`src/rtl/perf_pkg.sv`:
```
`default_nettype none
// ============================================================================
// Module      : perf_pkg
// Description : Shared types and defaults for the memory event monitor.
//               Holds the monitor FSM state encoding and the default latency
//               counter width.
// Revision    : 1.0 - initial release
// ============================================================================
package perf_pkg;

    // Default width of the outstanding-cycle counter and latency output.
    localparam int LAT_W_DEFAULT = 8;

    // IDLE: nothing outstanding. BUSY: a transaction is outstanding.
    typedef enum logic [0:0] {
        IDLE = 1'b0,
        BUSY = 1'b1
    } state_t;

endpackage : perf_pkg
`default_nettype wire

```
`src/rtl/sat_counter.sv`:
```
`default_nettype none
// ============================================================================
// Module      : sat_counter
// Description : Saturating up-counter holding the outstanding-cycle count of
//               the current memory transaction.
//
// Ports
//   clk         in   clock
//   reset       in   synchronous active-high reset (count -> 0)
//   clear       in   restart the count from zero this cycle
//   enable      in   count one cycle (combined with clear: count becomes 1)
//   count       out  registered count
//   count_inc   out  count + 1, saturated at all-ones (combinational)
//   count_next  out  value count takes at the next edge (combinational)
// Revision    : 1.0 - initial release
// ============================================================================
module sat_counter
    import perf_pkg::*;
#(
    parameter int LAT_W = LAT_W_DEFAULT
) (
    input  logic             clk,
    input  logic             reset,
    input  logic             clear,
    input  logic             enable,
    output logic [LAT_W-1:0] count,
    output logic [LAT_W-1:0] count_inc,
    output logic [LAT_W-1:0] count_next
);

    localparam logic [LAT_W-1:0] CNT_MAX = '1;
    localparam logic [LAT_W-1:0] CNT_ONE = {{(LAT_W-1){1'b0}}, 1'b1};

    always_comb begin
        count_inc = (count == CNT_MAX) ? count : count + 1'b1;
    end

    // Clear and enable together mean "a new transaction's first cycle",
    // so the count restarts at one rather than zero.
    always_comb begin
        if (clear) begin
            count_next = enable ? CNT_ONE : '0;
        end else if (enable) begin
            count_next = count_inc;
        end else begin
            count_next = count;
        end
    end

    always_ff @(posedge clk) begin
        if (reset) begin
            count <= '0;
        end else begin
            count <= count_next;
        end
    end

endmodule : sat_counter
`default_nettype wire

```
`src/rtl/mem_event_monitor.sv`:
```
`default_nettype none
// ============================================================================
// Module      : mem_event_monitor
// Description : Watches a processor/memory request handshake and produces
//               registered event pulses for performance counters: request
//               starts, read/write completions, stall cycles, timeouts,
//               aborts, and the latency of the last completed transaction.
//
// Ports
//   clk            in   clock
//   reset          in   synchronous active-high reset
//   mem_read       in   read request, held until mem_resp
//   mem_write      in   write request, held until mem_resp
//   mem_resp       in   one-cycle completion strobe
//   req_pulse      out  transaction start
//   rd_done_pulse  out  read completed
//   wr_done_pulse  out  write completed
//   stall          out  one cycle spent waiting for mem_resp
//   timeout_pulse  out  transaction reached TIMEOUT outstanding cycles
//   abort_pulse    out  request dropped before mem_resp
//   latency        out  cycle count of the last completed transaction
//   latency_valid  out  latency was updated
//   proto_err      out  sticky: read and write requested together
// Revision    : 1.0 - initial release
// ============================================================================
module mem_event_monitor
    import perf_pkg::*;
#(
    parameter int LAT_W   = LAT_W_DEFAULT,
    parameter int TIMEOUT = 255
) (
    input  logic             clk,
    input  logic             reset,
    input  logic             mem_read,
    input  logic             mem_write,
    input  logic             mem_resp,
    output logic             req_pulse,
    output logic             rd_done_pulse,
    output logic             wr_done_pulse,
    output logic             stall,
    output logic             timeout_pulse,
    output logic             abort_pulse,
    output logic [LAT_W-1:0] latency,
    output logic             latency_valid,
    output logic             proto_err
);

    localparam logic [LAT_W-1:0] TIMEOUT_VAL = LAT_W'(TIMEOUT);
    localparam logic [LAT_W-1:0] LAT_ONE     = {{(LAT_W-1){1'b0}}, 1'b1};

    state_t           state;
    state_t           state_next;
    logic             req;
    logic             type_read;
    logic             type_read_next;

    logic             cnt_clear;
    logic             cnt_enable;
    logic [LAT_W-1:0] count;
    logic [LAT_W-1:0] count_inc;
    logic [LAT_W-1:0] count_next;

    logic             req_pulse_d;
    logic             rd_done_d;
    logic             wr_done_d;
    logic             stall_d;
    logic             timeout_d;
    logic             abort_d;
    logic [LAT_W-1:0] latency_d;
    logic             latency_valid_d;
    logic             proto_err_d;

    assign req = mem_read | mem_write;

    sat_counter #(
        .LAT_W (LAT_W)
    ) u_cycle_cnt (
        .clk        (clk),
        .reset      (reset),
        .clear      (cnt_clear),
        .enable     (cnt_enable),
        .count      (count),
        .count_inc  (count_inc),
        .count_next (count_next)
    );

    // ------------------------------------------------------------------
    // State register
    // ------------------------------------------------------------------
    always_ff @(posedge clk) begin
        if (reset) begin
            state     <= IDLE;
            type_read <= 1'b0;
        end else begin
            state     <= state_next;
            type_read <= type_read_next;
        end
    end

    // ------------------------------------------------------------------
    // Next-state logic
    // ------------------------------------------------------------------
    always_comb begin
        state_next = state;
        case (state)
            IDLE: begin
                if (req && !mem_resp) begin
                    state_next = BUSY;
                end
            end
            BUSY: begin
                // Completion wins over a dropped request in the same cycle.
                if (mem_resp || !req) begin
                    state_next = IDLE;
                end
            end
            default: state_next = IDLE;
        endcase
    end

    // ------------------------------------------------------------------
    // Output / datapath logic (next values of the registered outputs)
    // ------------------------------------------------------------------
    always_comb begin
        cnt_clear       = 1'b0;
        cnt_enable      = 1'b0;
        type_read_next  = type_read;
        req_pulse_d     = 1'b0;
        rd_done_d       = 1'b0;
        wr_done_d       = 1'b0;
        stall_d         = 1'b0;
        abort_d         = 1'b0;
        latency_d       = latency;
        latency_valid_d = 1'b0;

        case (state)
            IDLE: begin
                // Keep the counter at zero while idle so a new transaction
                // always starts from a known value.
                cnt_clear = 1'b1;
                if (req) begin
                    req_pulse_d = 1'b1;
                    if (mem_resp) begin
                        // Zero-wait transaction: a read wins if both are set.
                        rd_done_d       = mem_read;
                        wr_done_d       = !mem_read;
                        latency_d       = LAT_ONE;
                        latency_valid_d = 1'b1;
                    end else begin
                        cnt_enable     = 1'b1;
                        stall_d        = 1'b1;
                        type_read_next = mem_read;
                    end
                end
            end
            BUSY: begin
                if (mem_resp) begin
                    rd_done_d       = type_read;
                    wr_done_d       = !type_read;
                    latency_d       = count_inc;
                    latency_valid_d = 1'b1;
                    cnt_clear       = 1'b1;
                end else if (req) begin
                    cnt_enable = 1'b1;
                    stall_d    = 1'b1;
                end else begin
                    abort_d   = 1'b1;
                    cnt_clear = 1'b1;
                end
            end
            default: begin
                cnt_clear = 1'b1;
            end
        endcase

        // The count only rises while a transaction is outstanding and sticks
        // once saturated, so "next equals TIMEOUT and current does not" marks
        // the single crossing of this transaction.
        timeout_d   = cnt_enable && (count_next == TIMEOUT_VAL) && (count != TIMEOUT_VAL);
        proto_err_d = proto_err | (mem_read & mem_write);
    end

    // ------------------------------------------------------------------
    // Output registers
    // ------------------------------------------------------------------
    always_ff @(posedge clk) begin
        if (reset) begin
            req_pulse     <= 1'b0;
            rd_done_pulse <= 1'b0;
            wr_done_pulse <= 1'b0;
            stall         <= 1'b0;
            timeout_pulse <= 1'b0;
            abort_pulse   <= 1'b0;
            latency       <= '0;
            latency_valid <= 1'b0;
            proto_err     <= 1'b0;
        end else begin
            req_pulse     <= req_pulse_d;
            rd_done_pulse <= rd_done_d;
            wr_done_pulse <= wr_done_d;
            stall         <= stall_d;
            timeout_pulse <= timeout_d;
            abort_pulse   <= abort_d;
            latency       <= latency_d;
            latency_valid <= latency_valid_d;
            proto_err     <= proto_err_d;
        end
    end

endmodule : mem_event_monitor
`default_nettype wire
```
`config.mk`:
```
export PLATFORM = sky130hd
export DESIGN_NAME = mem_event_monitor
export DESIGN_NICKNAME = d
export VERILOG_FILES = /design/src/rtl/perf_pkg.sv /design/src/rtl/sat_counter.sv /design/src/rtl/mem_event_monitor.sv
export SDC_FILE = /design/constraint.sdc
export NUM_CORES = 1
export LEC_CHECK = 0
export BUFFER_PORTS_ARGS = -buffer_cell sky130_fd_sc_hd__buf_2
export CORE_ASPECT_RATIO = 1.1
export CORE_UTILIZATION = 49
export CTS_CLUSTER_SIZE = 12
export DETAILED_ROUTE_END_ITERATION = 8
export GPL_ROUTABILITY_DRIVEN = 0
export GPL_TIMING_DRIVEN = 0
export HOLD_SLACK_MARGIN = 0.05
export PLACE_DENSITY = 0.72
export SYNTH_ARGS = -nofsm -noshare
export SYNTH_HDL_FRONTEND = slang
export SYNTH_SLANG_ARGS = --single-unit
```
`constraint.sdc`:
```
create_clock -name clk -period 2.18 [get_ports clk]
set_input_delay 0.218 -clock clk [delete_from_list [all_inputs] [get_ports clk]]
set_output_delay 0.218 -clock clk [all_outputs]
set_load 0.03 [all_outputs]
```
==> flow_summary_export.csv <==
group,metric,value,unit
sta,setup_viol,0,
finish,final_area,1180,µm²
logic_synthesis,synth-async-reset-ratio,0,
routing,vias,911,
sta,worst_pin_slew,1100,ps
critical_path,regToRegSetupSlack,280,ps
critical_path,worstSetupEndpointType,"flop",
sta,fin_setup_tns,0,ps
sta,slew_violations,0,
floorplan,rows,17,
finish,post-route-util,0.591,
logic_synthesis,syn_nets,121,
sta,fin_crit,1900,ps
logic_synthesis,synth_cell_type_count,38,
clock_network,cts_tree,"built",
global_route,grt_pass1_wl,3.49,mm
place,placed_area,1150,µm²
routing,drt-wirelength-per-cell,12.4,µm
sta,fin_ws,279,ps
clock_network,cts_root_buf,"clkbuf_4",
logic_synthesis,syn_avg_cell_area,8.95,µm²
finish,nets,144,
logic_synthesis,netlist.area_leader.share,0.486,
sta,rsz0062_at_grt,"false",
sta,finClkSkew,5.97,ps
floorplan,fp.coreArea,2000,µm²
global_route,grt_busiest_layer,"met2",
critical_path,crit_arrival,2120,ps
logic_synthesis,synth-seq-cells,25,
global_route,grt_use_met2,0.338,
clock_network,path_clk_slew,120,ps
finish,drive_gt1_frac,0.182,
routing,dr.first_iter.drc_count,24,
sta,maxSlewHeadroom,0.259,
floorplan,die_w,45.7,µm
routing,viasPerCell,5.52,
routing,drc_errors,0,
worst_hold_path,hp-class,"primary input to flop",
finish,num_antenna_cells,0,
global_route,grt_pass1_vias,799,
floorplan,ioPinCount,21,
logic_synthesis,synth_commonest_cells,"dfxtp_1 (25), nor2_1 (15), nand2_1 (10)",
routing,routed_wl,2.05,mm
critical_path,crit_fanout,7,
global_route,grt_start_max_net_pins,14,
clock_network,cts_buffers,3,
power,power_density,625,nW/µm²
logic_synthesis,synthFlopType,"dfxtp_1",
clock_network,clock_latency,310,ps
finish,fillCellCount,194,
place,hpwl,1.50,mm
logic_synthesis,yosysMostFrequentCell,"dfxtp_1",
power,p_leak,0.439,nW
place,dp_slack,341,ps
place,numPortBuffers,18,
finish,area_growth,14.7,%
logic_synthesis,syn_inst,115,
sta,period_share,0.872,
clock_network,cts_buffer_depth,2,
global_route,antenna_found_initial,0,
critical_path,critical_path_required,2400,ps
logic_synthesis,synth_area,1030,µm²
logic_synthesis,seq_area_frac_synth,0.486,
clock_network,htreeDepth,1,
logic_synthesis,ys_top_cells_by_area,"dfxtp_1 (49%), nor2_1 (5.5%), a21oi_1 (4.4%), nand2_1 (3.6%), xnor2_1 (2.6%)",
routing,first_pass_iters,4,
global_route,met3_usage,0.0440,
run_status,status,"complete, no violations",
global_route,grt_overflow_total,0,
sta,fmax,0.526,GHz
floorplan,die_y,50.1,µm
global_route,track_usage,0.213,
floorplan,start_util,0.515,
clock_network,cts_resized,0,
clock_network,hold_buffers,0,
sta,hold_viol,0,
critical_path,critical_path_class,"flop to flop",
job,cap_violations,0,
logic_synthesis,synth_top_area_cell,"dfxtp_1",
clock_network,cts_setup_buffers,0,
power,finalPower,0.000738,W
global_route,use_met1,0.258,
routing,ant_nets,0,
floorplan,die_area,2290,µm²
critical_path,start_kind,"flop",
clock_network,clock-sinks,25,
logic_synthesis,yosysWarnings,0,
logic_synthesis,synth_edf_count,0,
power,irDropWorstVdd,420,µV
-- metal layers --
| layer | share of wire | vias to the layer above |
|---|---|---|
| met3 | 0.045 | 5 |
| met1 | 0.46 | 421 |
| met2 | 0.47 | 33 |
| met4 | 0.024 | 0 |
| li1 | - | 452 |
| met5 | 0 | - |
-- layout by cell type, fill, tap and decap left out, drive strengths merged, types with 2 or more instances in the layout --
cell    Yosys  layout
a21oi       9       9
o31ai       3       3
o21ai       3       3
nor3        4       4
nand3b      2       2
a22oi       3       3
clkbuf      3       7
nand3       3       3
inv         4       4
dfxtp      25      25
buf         2      20
nand2      10      10
nor2b       3       3
nor2       15      15
a21boi      2       2
xnor2       3       3
-- power breakdown --
group | total (W) | internal (W) | switching [W]
Combinational | 0.0000669 | 0.0000205 | 0.0000464
Sequential | 0.000473 | 0.000467 | 0.00000579
Clock | 0.000198 | 0.0000715 | 0.000127
Total | 0.000738 | 0.000559 | 0.000179
-- layout make-up --
type                       count  area (µm²)  area share
tap                           28        35.0      0.0297
clock buffer                   4        26.3      0.0222
timing repair buffer          18        90.1      0.0763
multi-input combinational     81         494       0.418
inverter                       4        15.0      0.0127
sequential                    25         500       0.424
buffer                         5        20.0      0.0169
-- registers in the layout, summed over array words and instances (netlist names) --
signal             flops
proto_err              1
abort_pulse            1
req_pulse              1
rd_done_pulse          1
timeout_pulse          1
state                  1
latency                8
latency_valid          1
type_read              1
u_cycle_cnt.count      8
wr_done_pulse          1
-- stage by stage --
stage	cells	hold slack, ps
5_1_grt	165	187
4_1_cts	165	181
2_1_floorplan	115	357
3_5_place_dp	161	443
6_report	165	197
3_3_place_gp	161	440
-- worst max-delay path: stages (launching register included) --
cell and delay (ps):
dfxtp_1 450, ha_1 330, nand2_1 110, nor4_1 550, o21bai_4 100, a2111oi_2 270
-- final timing paths --
kind                            depth (start not counted)                  from            end
worst min-delay path                                    3             mem_write  wr_done_pulse
worst max register to register                          5  u_cycle_cnt.count[0]  timeout_pulse
worst min register to register                          2            latency[2]     latency[2]
worst max-delay path                                    5  u_cycle_cnt.count[0]  timeout_pulse
-- cells by family after synthesis --
family                   after synthesis  synth area share
multiplexers                           1           0.00972
AO/OA/AOI/OAI                         29             0.203
adder cells (fa/ha/maj)                1            0.0121
XOR/XNOR                               3            0.0255
buffers and inverters                  9            0.0340
AND/OR/NAND/NOR                       47             0.230
flip-flops                            25             0.486
No activity file was read; power rests on OpenSTA's default activity.
